[config.mk]
export PLATFORM = sky130hd
export DESIGN_NAME = pw_boot_loader
export DESIGN_NICKNAME = d
export VERILOG_FILES = /design/src/rtl/pw_pkg.sv /design/src/rtl/pw_load_timer.sv /design/src/rtl/pw_boot_loader.sv
export SDC_FILE = /design/constraint.sdc
export NUM_CORES = 1
export LEC_CHECK = 0
export ABC_AREA = 0
export CAP_MARGIN = 5
export CELL_PAD_IN_SITES_DETAIL_PLACEMENT = 2
export CELL_PAD_IN_SITES_GLOBAL_PLACEMENT = 2
export CORE_MARGIN = 2
export CORE_UTILIZATION = 29
export DETAILED_ROUTE_END_ITERATION = 16
export PLACE_DENSITY_LB_ADDON = 0.1
export REMOVE_ABC_BUFFERS = 1
export SYNTH_ARGS = -nofsm -noshare
export SYNTH_HDL_FRONTEND = slang
export SYNTH_HIERARCHICAL = 1
export SYNTH_SLANG_ARGS = --single-unit
[constraint.sdc]
create_clock -name Clk -period 2.5 [get_ports Clk]
set_input_delay 0.5 -clock Clk [delete_from_list [all_inputs] [get_ports Clk]]
set_output_delay 0.5 -clock Clk [all_outputs]
set_load 0.01 [all_outputs]
[src/rtl/pw_pkg.sv]
// Shared types and widths for the boot loader: state encoding and bus widths.
package pw_pkg;
  localparam int ADR_W  = 16;
  localparam int DATA_W = 8;

  typedef enum logic [1:0] {
    ST_IDLE = 2'd0,
    ST_LOAD = 2'd1,
    ST_RUN  = 2'd2,
    ST_ERR  = 2'd3
  } pw_state_e;
endpackage

[src/rtl/pw_load_timer.sv]
// Idle-cycle watchdog for the LOAD phase: counts enabled cycles since the last clear
// and flags the cycle on which the count reaches TIMEOUT_CYC.
module pw_load_timer #(
  parameter int TIMEOUT_CYC = 1024
) (
  input  logic clk,
  input  logic rst,
  input  logic clr,
  input  logic en,
  output logic expire
);
  logic [15:0] cnt_q, cnt_d;

  always_comb begin
    cnt_d = cnt_q;
    if (clr)     cnt_d = '0;
    else if (en) cnt_d = cnt_q + 16'd1;
  end

  always_ff @(posedge clk or posedge rst) begin
    if (rst) cnt_q <= '0;
    else     cnt_q <= cnt_d;
  end

  // Asserted during the TIMEOUT_CYC-th consecutive idle cycle, so the state moves on that edge.
  assign expire = en && !clr && (cnt_q == 16'(TIMEOUT_CYC - 1));
endmodule

[src/rtl/pw_boot_loader.sv]
// Boot loader: streams LenIn bytes from a byte handshake into memory at BASE_ADR,
// then releases the CPU and passes its memory requests straight through.
module pw_boot_loader
  import pw_pkg::*;
#(
  parameter logic [ADR_W-1:0] BASE_ADR    = 16'h0000,
  parameter int               TIMEOUT_CYC = 1024
) (
  input  logic              Clk,
  input  logic              Rst,
  input  logic              Start,
  input  logic              Stop,
  input  logic [15:0]       LenIn,
  input  logic              RxValid,
  input  logic [DATA_W-1:0] RxData,
  output logic              RxReady,
  input  logic              CpuLdMem,
  input  logic              CpuWrtMem,
  input  logic [ADR_W-1:0]  CpuAdr,
  input  logic [DATA_W-1:0] CpuData,
  output logic [ADR_W-1:0]  MemAdr,
  output logic [DATA_W-1:0] MemWData,
  output logic              MemRe,
  output logic              MemWe,
  output logic              CpuEn,
  output logic              Busy,
  output logic              Error
);
  pw_state_e         state_q, state_d;
  logic [15:0]       rem_q, rem_d;
  logic [ADR_W-1:0]  adr_q, adr_d;
  logic [DATA_W-1:0] buf_q, buf_d;
  logic              bufv_q, bufv_d;

  logic in_load, rx_xfer, wr, tmr_expire;

  assign in_load = (state_q == ST_LOAD);
  assign rx_xfer = in_load && !bufv_q && RxValid;
  // A Stop in the write cycle aborts the load, so the buffered byte is dropped, not written.
  assign wr      = in_load && bufv_q && !Stop;

  pw_load_timer #(.TIMEOUT_CYC(TIMEOUT_CYC)) u_timer (
    .clk    (Clk),
    .rst    (Rst),
    .clr    (!in_load || rx_xfer),
    .en     (in_load && !rx_xfer),
    .expire (tmr_expire)
  );

  always_comb begin
    state_d = state_q;
    rem_d   = rem_q;
    adr_d   = adr_q;
    buf_d   = buf_q;
    bufv_d  = bufv_q;
    if (Start && !in_load) begin
      bufv_d = 1'b0;
      if (LenIn == '0) begin
        state_d = ST_RUN;
      end else begin
        state_d = ST_LOAD;
        rem_d   = LenIn;
        adr_d   = BASE_ADR;
      end
    end else begin
      case (state_q)
        ST_LOAD: begin
          if (Stop) begin
            state_d = ST_IDLE;
            bufv_d  = 1'b0;
          end else if (wr) begin
            adr_d  = adr_q + 16'd1;
            rem_d  = rem_q - 16'd1;
            bufv_d = 1'b0;
            if (rem_q == 16'd1) state_d = ST_RUN;
          end else if (rx_xfer) begin
            buf_d  = RxData;
            bufv_d = 1'b1;
          end else if (tmr_expire) begin
            state_d = ST_ERR;
            bufv_d  = 1'b0;
          end
        end
        ST_RUN:  if (Stop) state_d = ST_IDLE;
        default: ;
      endcase
    end
  end

  always_ff @(posedge Clk or posedge Rst) begin
    if (Rst) begin
      state_q <= ST_IDLE;
      rem_q   <= '0;
      adr_q   <= '0;
      buf_q   <= '0;
      bufv_q  <= 1'b0;
    end else begin
      state_q <= state_d;
      rem_q   <= rem_d;
      adr_q   <= adr_d;
      buf_q   <= buf_d;
      bufv_q  <= bufv_d;
    end
  end

  always_comb begin
    MemAdr   = '0;
    MemWData = '0;
    MemRe    = 1'b0;
    MemWe    = 1'b0;
    if (state_q == ST_RUN) begin
      MemAdr   = CpuAdr;
      MemWData = CpuData;
      MemRe    = CpuLdMem;
      MemWe    = CpuWrtMem;
    end else if (wr) begin
      MemAdr   = adr_q;
      MemWData = buf_q;
      MemWe    = 1'b1;
    end
  end

  assign RxReady = in_load && !bufv_q;
  assign CpuEn   = (state_q == ST_RUN);
  assign Busy    = in_load;
  assign Error   = (state_q == ST_ERR);
endmodule

### Yosys cells after proc, flatten, opt, wreduce, memory -nomap -nowiden

Index checks and enable logic that the tools add are counted.

* register bits after elaboration: 59
* input port bits: 55
* output and inout bits: 30
* word-level logic and storage cells: 81

* $add $sub $neg: 3
* equal/unequal tests: 11
* mux-type cells: 34
* bitwise gates (word level): 3
* reduce and logical (&&, ||, !) cells: 24

Operator list (count)
* 16-bit two-way mux: 14
* 16-bit by 1-bit adder with 16-bit output (second input constant): 2
* 16-bit by 1-bit == test with 1-bit output (second input constant): 1
* 16-bit by 10-bit == test with 1-bit output (second input constant): 1
* 16-bit logical NOT: 1
* 2-bit two-way mux: 8
* 8-bit two-way mux: 2
* 16-bit by 1-bit subtractor with 16-bit output (second input constant): 1
* 5-bit by 3-bit inequality test with 1-bit output (second input constant): 2
* 5-bit AND reduction: 2
* 1-bit two-way mux: 9
* 1-bit logical AND: 8
* 2-bit nonzero test: 3
* 1-bit logical NOT: 5
* 5-bit by 2-bit inequality test with 1-bit output (second input constant): 1
* 5-bit nonzero test: 1
* 2-bit == test (second input constant): 2
* 2-bit one-hot mux with 2 select lines: 1
* 4-bit AND reduction: 1
* 3-bit by 2-bit inequality test with 1-bit output (second input constant): 1
* 1-bit NOT: 3
* 3-bit nonzero test: 1
* 2-bit by 1-bit == test with 1-bit output (second input constant): 1
* 2-bit by 1-bit inequality test with 1-bit output (second input constant): 1
* other kinds (3): 3

### Longest topological paths before layout

Gate-level depths: netlist (run 1).

* depth in word-level cells: 13
* depth in mapped cells: 14
* gate-level depth less buffers: 12

### Modules after synthesis

The synthesis (run 1) kept the hierarchy.

Modules (own cells, without submodules)
* pw_boot_loader: times used 1, cells an instance 328, area an instance 2670.1 µm², seq. area each 1076.0 µm²
* pw_load_timer: times used 1, cells an instance 85, area an instance 814.5 µm², seq. area each 400.4 µm²

### Least setup slack after synthesis (run 1)

Ideal clock, no wire load.

* kind: register to output
* from: register state_q[1]
* to: output port MemAdr[0]
* arrival: 1.897 ns
* data required time: 2.000 ns
* slack: 0.103 ns
* stages on the path, launching flop included: 8
* path buffers: 2
* path through: dfrtp_1 -> inv_1 -> ha_1 -> and3b_1 -> clkbuf_1 -> clkbuf_1 -> nand2_1 -> o21ai_0

* longest elaborated chain between the ends: 5
* elaborated cells on any way between the ends: 6
* those cells by class: eq/ne (2); mux (2); reduce/logical (2)

Ends and longest elaborated chain
* start: declaration: line pw_boot_loader.sv:29 `pw_state_e state_q, state_d;`
* start signal: assignment: line pw_boot_loader.sv:98 `state_q <= state_d;`
* 2-bit by 1-bit == test with 1-bit output: line pw_boot_loader.sv:37 `assign in_load = (state_q == ST_LOAD);`
* named net Busy: line pw_boot_loader.sv:26 `output logic Busy,`
* 1-bit logical AND (2 in a row): line pw_boot_loader.sv:40 `assign wr = in_load && bufv_q && !Stop;`
* 16-bit two-way mux: line pw_boot_loader.sv:116 `end else if (wr) begin`
* 16-bit two-way mux: line pw_boot_loader.sv:111 `if (state_q == ST_RUN) begin`
* end: declaration: line pw_boot_loader.sv:21 `output logic [ADR_W-1:0] MemAdr,`

The timed path passes the listed nets, and every way through them passes these cells.

### Worst setup path in the final report (run 1)

* from: register state_q[1]
* to: output port RxReady

* longest elaborated chain between the ends: 2

Ends and longest elaborated chain
* 2-bit by 1-bit == test with 1-bit output: line pw_boot_loader.sv:37
* 1-bit logical AND: line pw_boot_loader.sv:123 `assign RxReady = in_load && !bufv_q;`
* end: declaration: line pw_boot_loader.sv:16 `output logic RxReady,`

Every way passes these cells.

==> run summary, run 1 <==
fin util -> 42.48%
max-slew violations -> 0
EDFF count, synth -> 0
via count -> 3445
Routed Antenna Nets -> 0
Primary FF master, synth -> dfrtp_1
CTS tree -> built
routed wire length -> 11.52 mm
Max VDD drop -> 0.0003241 V
Setup Viol. Count Final -> 0
IO Pins -> 85
register area -> 1476 um2
reg2reg path depth -> 13
HP Class -> reg2reg
Worst Hold End -> buf_q[3]
sequential area share after synthesis -> 42.37%
crit-path max FO -> 5
Worst Path Required -> 2.00 ns
Critical Path Start Type -> register
max-cap viol count -> 0
Worst Min Path Start -> buf_q[3]
Area growth syn-to-layout -> 44.60%
r2r setup slk -> 0.14 ns
clk buf depth -> 2
GRT Util Overall -> 18.52%
die height -> 113.6 um
initial detailed-routing violation count -> 111
Cell Rows -> 40
Clock Latency Late Sink -> 0.32 ns
clock period minus worst slack -> 2.405 ns
Placed Cells -> 657
Slew headroom -> 54.68%
Worst setup EP type -> output port
status -> finished clean
total grt overflow -> 0
area of the multi-input gates -> 1928 um2
commonest cells after routing, fill and taps aside -> 76 x nand2_1, 59 x dfrtp_1, 59 x clkdlybuf4s50_1
yosys warns -> 6
Netlist cell types -> 53
TritonCTS buffer count -> 9
Root Driver -> clkbuf_16
Worst Path Arrival -> 1.90 ns
kind of critical path -> reg2out
FFs w/ async S/R, synth -> 100.0%
register bit total from synthesis -> 59
total power -> 0.004270 W
largest net degree at the start of global routing -> 32
reg2reg start -> state_q[1]
Pre-Repair DR Iteration Count -> 4
global-route wire length before repair -> 19.07 mm
Layout Cells excl Fill -> 676
drt via density -> 5.096
Max Freq -> 0.4158 GHz
synthesized area -> 3485 um2
vias in the first global route -> 3776
hold_buf cts -> 0
routability cong. -> 0.7622
Starting Density -> 29.38%
RSZ-0062 raised after global routing -> yes
FF-to-FF End -> state_q[1]
FILL cells -> 1362
nets -> 586
routed wire length per instance -> 17.04 um
commonest non-fill, non-tap cell in the layout -> nand2_1
initial antenna violation count -> 0
worst slew pin tran -> 0.6790 ns
die area -> 12910 um2
Sink Count -> 59
Power Density -> 847.4 nW/um2
cell count after synthesis -> 413
DRC Markers -> 0
Core Region -> 11860 um2
static leakage -> 2.083 nW
hold path cells -> 1
diodes inserted -> 0
Syn Area/Cell -> 8.437 um2
placed wire-length estimate -> 8.205 mm
layout cells sized above 1 -> 15.88%
Port Buffer Count -> 84
clock-pin slew on the worst setup and hold paths -> 0.05 ns
final hold violation count -> 0
Worst Skew -> 0.004386 ns
Max H-tree Level -> 3
fin crit share -> 96.20%
Die X -> 113.6 um
[state kept, by name, indices dropped and copies added, names as in the netlist]
signal         flops
rem_q             16
adr_q             16
bufv_q             1
u_timer/cnt_q     16
buf_q              8
state_q            2
[report_power, final]
part / switching [W] / internal [W]
Clock: 0.000426 / 0.000722
Sequential: 0.000212 / 0.00118
Combinational: 0.000878 / 0.000856
Total: 0.00152 / 0.00275
[worst max path at each step]
stage                from           to  slack [ns]
5_1_grt           RxValid   state_q[1]       -0.07
2_1_floorplan  state_q[0]     rem_q[0]       -0.91
3_5_place_dp      RxValid   state_q[1]       -0.29
4_1_cts        state_q[1]  MemWData[1]      -0.008
6_report       state_q[1]      RxReady         0.1
3_3_place_gp         Stop    MemAdr[4]       -0.22
[cell type report]
type                    count  share of cell area, %
inverters                  10                 0.7450
clock buffers              14                  5.240
flip-flops and latches     59                  29.30
multi-input cells         322                  38.27
repair buffers            122                  22.60
clock inverters             2                 0.1987
well taps                 147                  3.650
[synthesized netlist by cell type, types with 2 or more instances]
library cell | number | area share, %
nor3b_1 | 2 | 0.43
a21oi_1 | 19 | 2.7
and4_1 | 2 | 0.50
ha_1 | 7 | 2.5
dfrtp_1 | 59 | 42
nand4_1 | 8 | 1.4
nor2_1 | 42 | 4.5
o31ai_1 | 4 | 0.86
or3_1 | 5 | 0.90
and2_1 | 4 | 0.72
inv_1 | 10 | 1.1
mux2i_1 | 3 | 0.86
nand2b_1 | 5 | 0.90
or4_1 | 4 | 0.86
o22ai_1 | 3 | 0.54
nand3_1 | 11 | 1.6
nor3_1 | 10 | 1.4
a2bb2oi_1 | 2 | 0.50
nand2_1 | 76 | 8.2
nor4_1 | 8 | 1.4
a221o_1 | 2 | 0.57
mux2_2 | 9 | 2.9
xnor2_1 | 12 | 3.0
nand3b_1 | 4 | 0.86
clkbuf_1 | 18 | 1.9
and3_1 | 3 | 0.54
o21ai_0 | 35 | 5.0
o311ai_0 | 3 | 0.75
buf_4 | 2 | 0.43
nor2b_1 | 6 | 1.1
xor2_1 | 12 | 3.0
o221ai_1 | 2 | 0.50
[repair_timing]
item / 4_1_cts / 5_1_grt
pin swaps: 2 / 2
setup buffers: 1 / 1
endpoints found under the setup margin: 28 / 28
resized for setup: 36 / 31
gates cloned: 1 / 0
[routing by layer]
layer	wire length, um	global-route usage (%)	vias up	part of all wire, %
met4	108	4.878	0	0.94
li1	-	-	1674	-
met1	5088	22.57	1701	44
met3	407	3.029	7	3.5
met5	0	0	-	0
met2	5914	33.93	63	51
[through the flow]
stage	cell area, um2	hold WS, ns	setup slack, ns	setup TNS [ns]
floorplan	3393	0.4137	-0.9107	-18.03
global placement	4728	0.4907	-0.2191	-4.671
detailed placement	4728	0.4963	-0.2862	-6.032
CTS	5036	0.5089	-0.008274	-0.008274
global route	5039	0.5172	-0.06727	-0.06727
finish	5039	0.5050	0.09501	0
[critical path: stages, from the launching register on]
cell             delay (ns)
dfrtp_1                0.43
inv_2                  0.10
ha_4                   0.16
buf_4                  0.13
nor2b_2                0.20
clkdlybuf4s50_1        0.56
[kinds of logic (layout without fill, tap and decap cells)]
kind of cell	after synthesis	in the layout	share of synthesized area, %
flip-flops	59	59	42.37
adder cells (fa/ha/maj)	7	7	2.513
multiplexers	12	12	3.770
buffers and inverters	32	148	3.698
AO/OA/AOI/OAI	82	82	14.29
XOR/XNOR	24	24	6.032
AND/OR/NAND/NOR	197	197	27.33
Note: power is estimated with default switching activity, not from simulation.
==> run 2, diff against run 1 <==
Settings changed: ABC_CLOCK_PERIOD_IN_PS from default to 2500.
==> results of run 2 <==
The final DEF is identical to that of run 1; final timing and power are the same.
==> run 3, diff against run 2 <==
Settings changed: ABC_CLOCK_PERIOD_IN_PS 2500 to 2110, CORE_UTILIZATION 29 to 26.
Clock period 2.5 ns to 2.11 ns, I/O delays scaled along.
==> run 3 against run 2 <==
Against the previous run: the run now ends with negative setup slack left; cell count grew 12%; count of clock-buffer cells in the layout shrank 2; die area grew 11%; sequential share of layout area shrank 4.1 points; clock power grew 45%; critical path depth grew 3; routed wire length grew 27%; first-iteration DRC count grew 14%; total power grew 43%; global-route usage grew 0.86 points; clock skew grew 0.0042 ns; core utilization grew 1.9 points; largest power group unchanged; highest routed layer unchanged.
==> run summary, run 3 (synthesis gave the netlist of run 1 again) <==
status -> finished, violations left
failing checks -> negative setup slack
Layout Cells excl Fill -> 754 (+12%)
initial antenna violation count -> 0 (unchanged)
worst slew pin tran -> 0.6460 ns (-0.03299 ns)
HP Class -> in2async
diodes inserted -> 0 (unchanged)
clock group share of total power -> 27.3% (+0.4 points)
vias in the first global route -> 4195 (+11%)
CTS tree -> built
Sw Ratio -> 36.35% (+0.85 points)
Seq pwr share -> 26.9% (-5.6 points)
IO Pins -> 85 (unchanged)
DRC Markers -> 0 (unchanged)
die area -> 14340 um2 (+11%)
crit-path max cell delay -> 0.40 ns (-0.16 ns)
GRT Util Overall -> 19.38% (+0.86 points)
final hold violation count -> 0 (unchanged)
Buffers & Inverters on Critical Path -> 4 (+1)
Placed Cells -> 716 (+9.0%)
Sink Count -> 59 (unchanged)
Worst setup EP type -> output port
TritonCTS buffer count -> 9 (unchanged)
Worst Skew -> 0.008566 ns (+0.004180 ns)
PnR worst setup slack -> -0.1274 ns (-0.2224 ns)
crit-path max FO -> 6 (+1)
register area -> 1476 um2 (unchanged)
placed wire-length estimate -> 8.872 mm (+8.1%)
static leakage -> 2.535 nW (+22%)
routed wire length -> 14.68 mm (+27%)
drt via density -> 4.977 (-2.3%)
via count -> 3753 (+8.9%)
fin crit share -> 106.0%
Worst Path Arrival -> 1.82 ns (-0.08 ns)
hold_buf cts -> 0 (unchanged)
crit-path cells -> inv_2, ha_4, and3b_2, buf_6, buf_16, nand2_1, o21ai_1, buf_2
Slew headroom -> 56.88% (+2.2 points)
Top Registers -> adr_q: 16 flops, rem_q: 16 flops, u_timer/cnt_q: 16 flops
delay-heaviest family, CP -> buffers and inverters
Root Driver -> clkbuf_16
Setup Viol. Count Final -> 31 (+31)
routability cong. -> 0.7590 (-0.42%)
largest net degree at the start of global routing -> 32 (unchanged)
max-slew violations -> 0 (unchanged)
total power -> 0.006118 W (+43%)
Pre-Repair DR Iteration Count -> 4 (unchanged)
commonest cells after routing, fill and taps aside -> 68 x buf_4, 67 x nand2_1, 59 x dfrtp_1
area of the multi-input gates -> 2228 um2 (+16%)
Clock Latency Late Sink -> 0.34 ns (+0.02 ns)
Max Freq -> 0.4469 GHz
nets -> 635 (+8.4%)
clock-pin slew on the worst setup and hold paths -> 0.06 ns (about the same)
Area growth syn-to-layout -> 67.90%
Int Pwr -> 0.003894 W (+41%)
FILL cells -> 1423 (+4.5%)
Hold Slack -> 0.4364 ns (-0.06859 ns)
commonest non-fill, non-tap cell in the layout -> buf_4
clk buf depth -> 2 (unchanged)
routed wire length per instance -> 19.47 um (+14%)
Max H-tree Level -> 3 (unchanged)
Max VDD drop -> 0.0003383 V (+4.4%)
initial detailed-routing violation count -> 127 (+14%)
global-route wire length before repair -> 21.89 mm (+15%)
reg2reg path depth -> 11 (-2)
clock period minus worst slack -> 2.237 ns
total grt overflow -> 0 (unchanged)
Critical Path Start Type -> register
Core Region -> 13190 um2 (+11%)
Power Density -> 1046 nW/um2 (+23%)
Routed Antenna Nets -> 0 (unchanged)
die height -> 119.8 um (+5.4%)
Worst Path Required -> 1.69 ns (-0.31 ns)
Port Buffer Count -> 84 (unchanged)
Comb pwr share -> 45.8% (+5.2 points)
RSZ-0062 raised after global routing -> yes
layout cells sized above 1 -> 34.95% (+19 points)
Starting Density -> 26.42% (-3.0 points)
max-cap viol count -> 0 (unchanged)
Net Switching -> 0.002224 W (+47%)
kind of critical path -> reg2out
Cell Rows -> 42 (+5.0%)
Max stage delay cell, worst path -> dfrtp_1
CP Depth -> 8 (+3)
Die X -> 119.8 um (+5.4%)
Setup TNS Final -> -1.915 ns (-1.915 ns)
run 3: per-stage QoR:
step	util (%)	setup WS (ns)	area, um2
after floorplan	-	-1.301	3393
after global placement	37.83	-0.4083	4990
after detailed placement	37.83	-0.4883	4990
after CTS	42.04	-0.1311	5545
after global routing	44.36	-0.2134	5851
final	44.36	-0.1274	5851
run 3: worst paths after layout:
| path | startpoint | endpoint | slack, ns |
|---|---|---|---|
| max | state_q[1] | MemAdr[10] | -0.13 |
| min | Rst | rem_q[10] | 0.44 |
| max reg2reg | state_q[1] | adr_q[15] | -0.05 |
| min reg2reg | buf_q[6] | buf_q[6] | 0.51 |
| max in group asynchronous | Rst | u_timer/cnt_q[15] | 1.17 |
| min in group Clk | buf_q[6] | buf_q[6] | 0.51 |
run 3: power by group through the flow:
stage	clock network [W]	registers (W)	logic, W
finish	0.00167	0.00165	0.00280
global route	0.00176	0.00168	0.00307
CTS	0.00168	0.00161	0.00245
detailed placement	0	0.00160	0.00225
global placement	0	0.00158	0.00217
floorplan	0	0.00157	0.00106
run 3: timing repair:
item / in CTS / in global routing
gates resized for setup: 170 / 61
buffers inserted: 12 / 8
pin swaps: 13 / 23
cloned: 3 / 2
setup endpoints to repair: 49 / 66
run 3: layer usage:
layer / global-route usage [%] / wire (um) / up-vias / part of all wire (%)
li1: - / - / 1773 / -
met1: 23.71 / 6102 / 1883 / 42
met2: 34.39 / 7750 / 82 / 53
met3: 2.757 / 597 / 15 / 4.1
met4: 7.426 / 227 / 0 / 1.5
met5: 0 / 0 / - / 0
run 3: cell type report:
cell class | count | area share [%]
Clock inverter | 4 | 1.240
Tap cell | 176 | 3.764
Inverter | 10 | 0.6843
Timing Repair Buffer | 171 | 26.60
Clock buffer | 12 | 4.384
Sequential cell | 59 | 25.24
Multi-Input combinational cell | 322 | 38.09
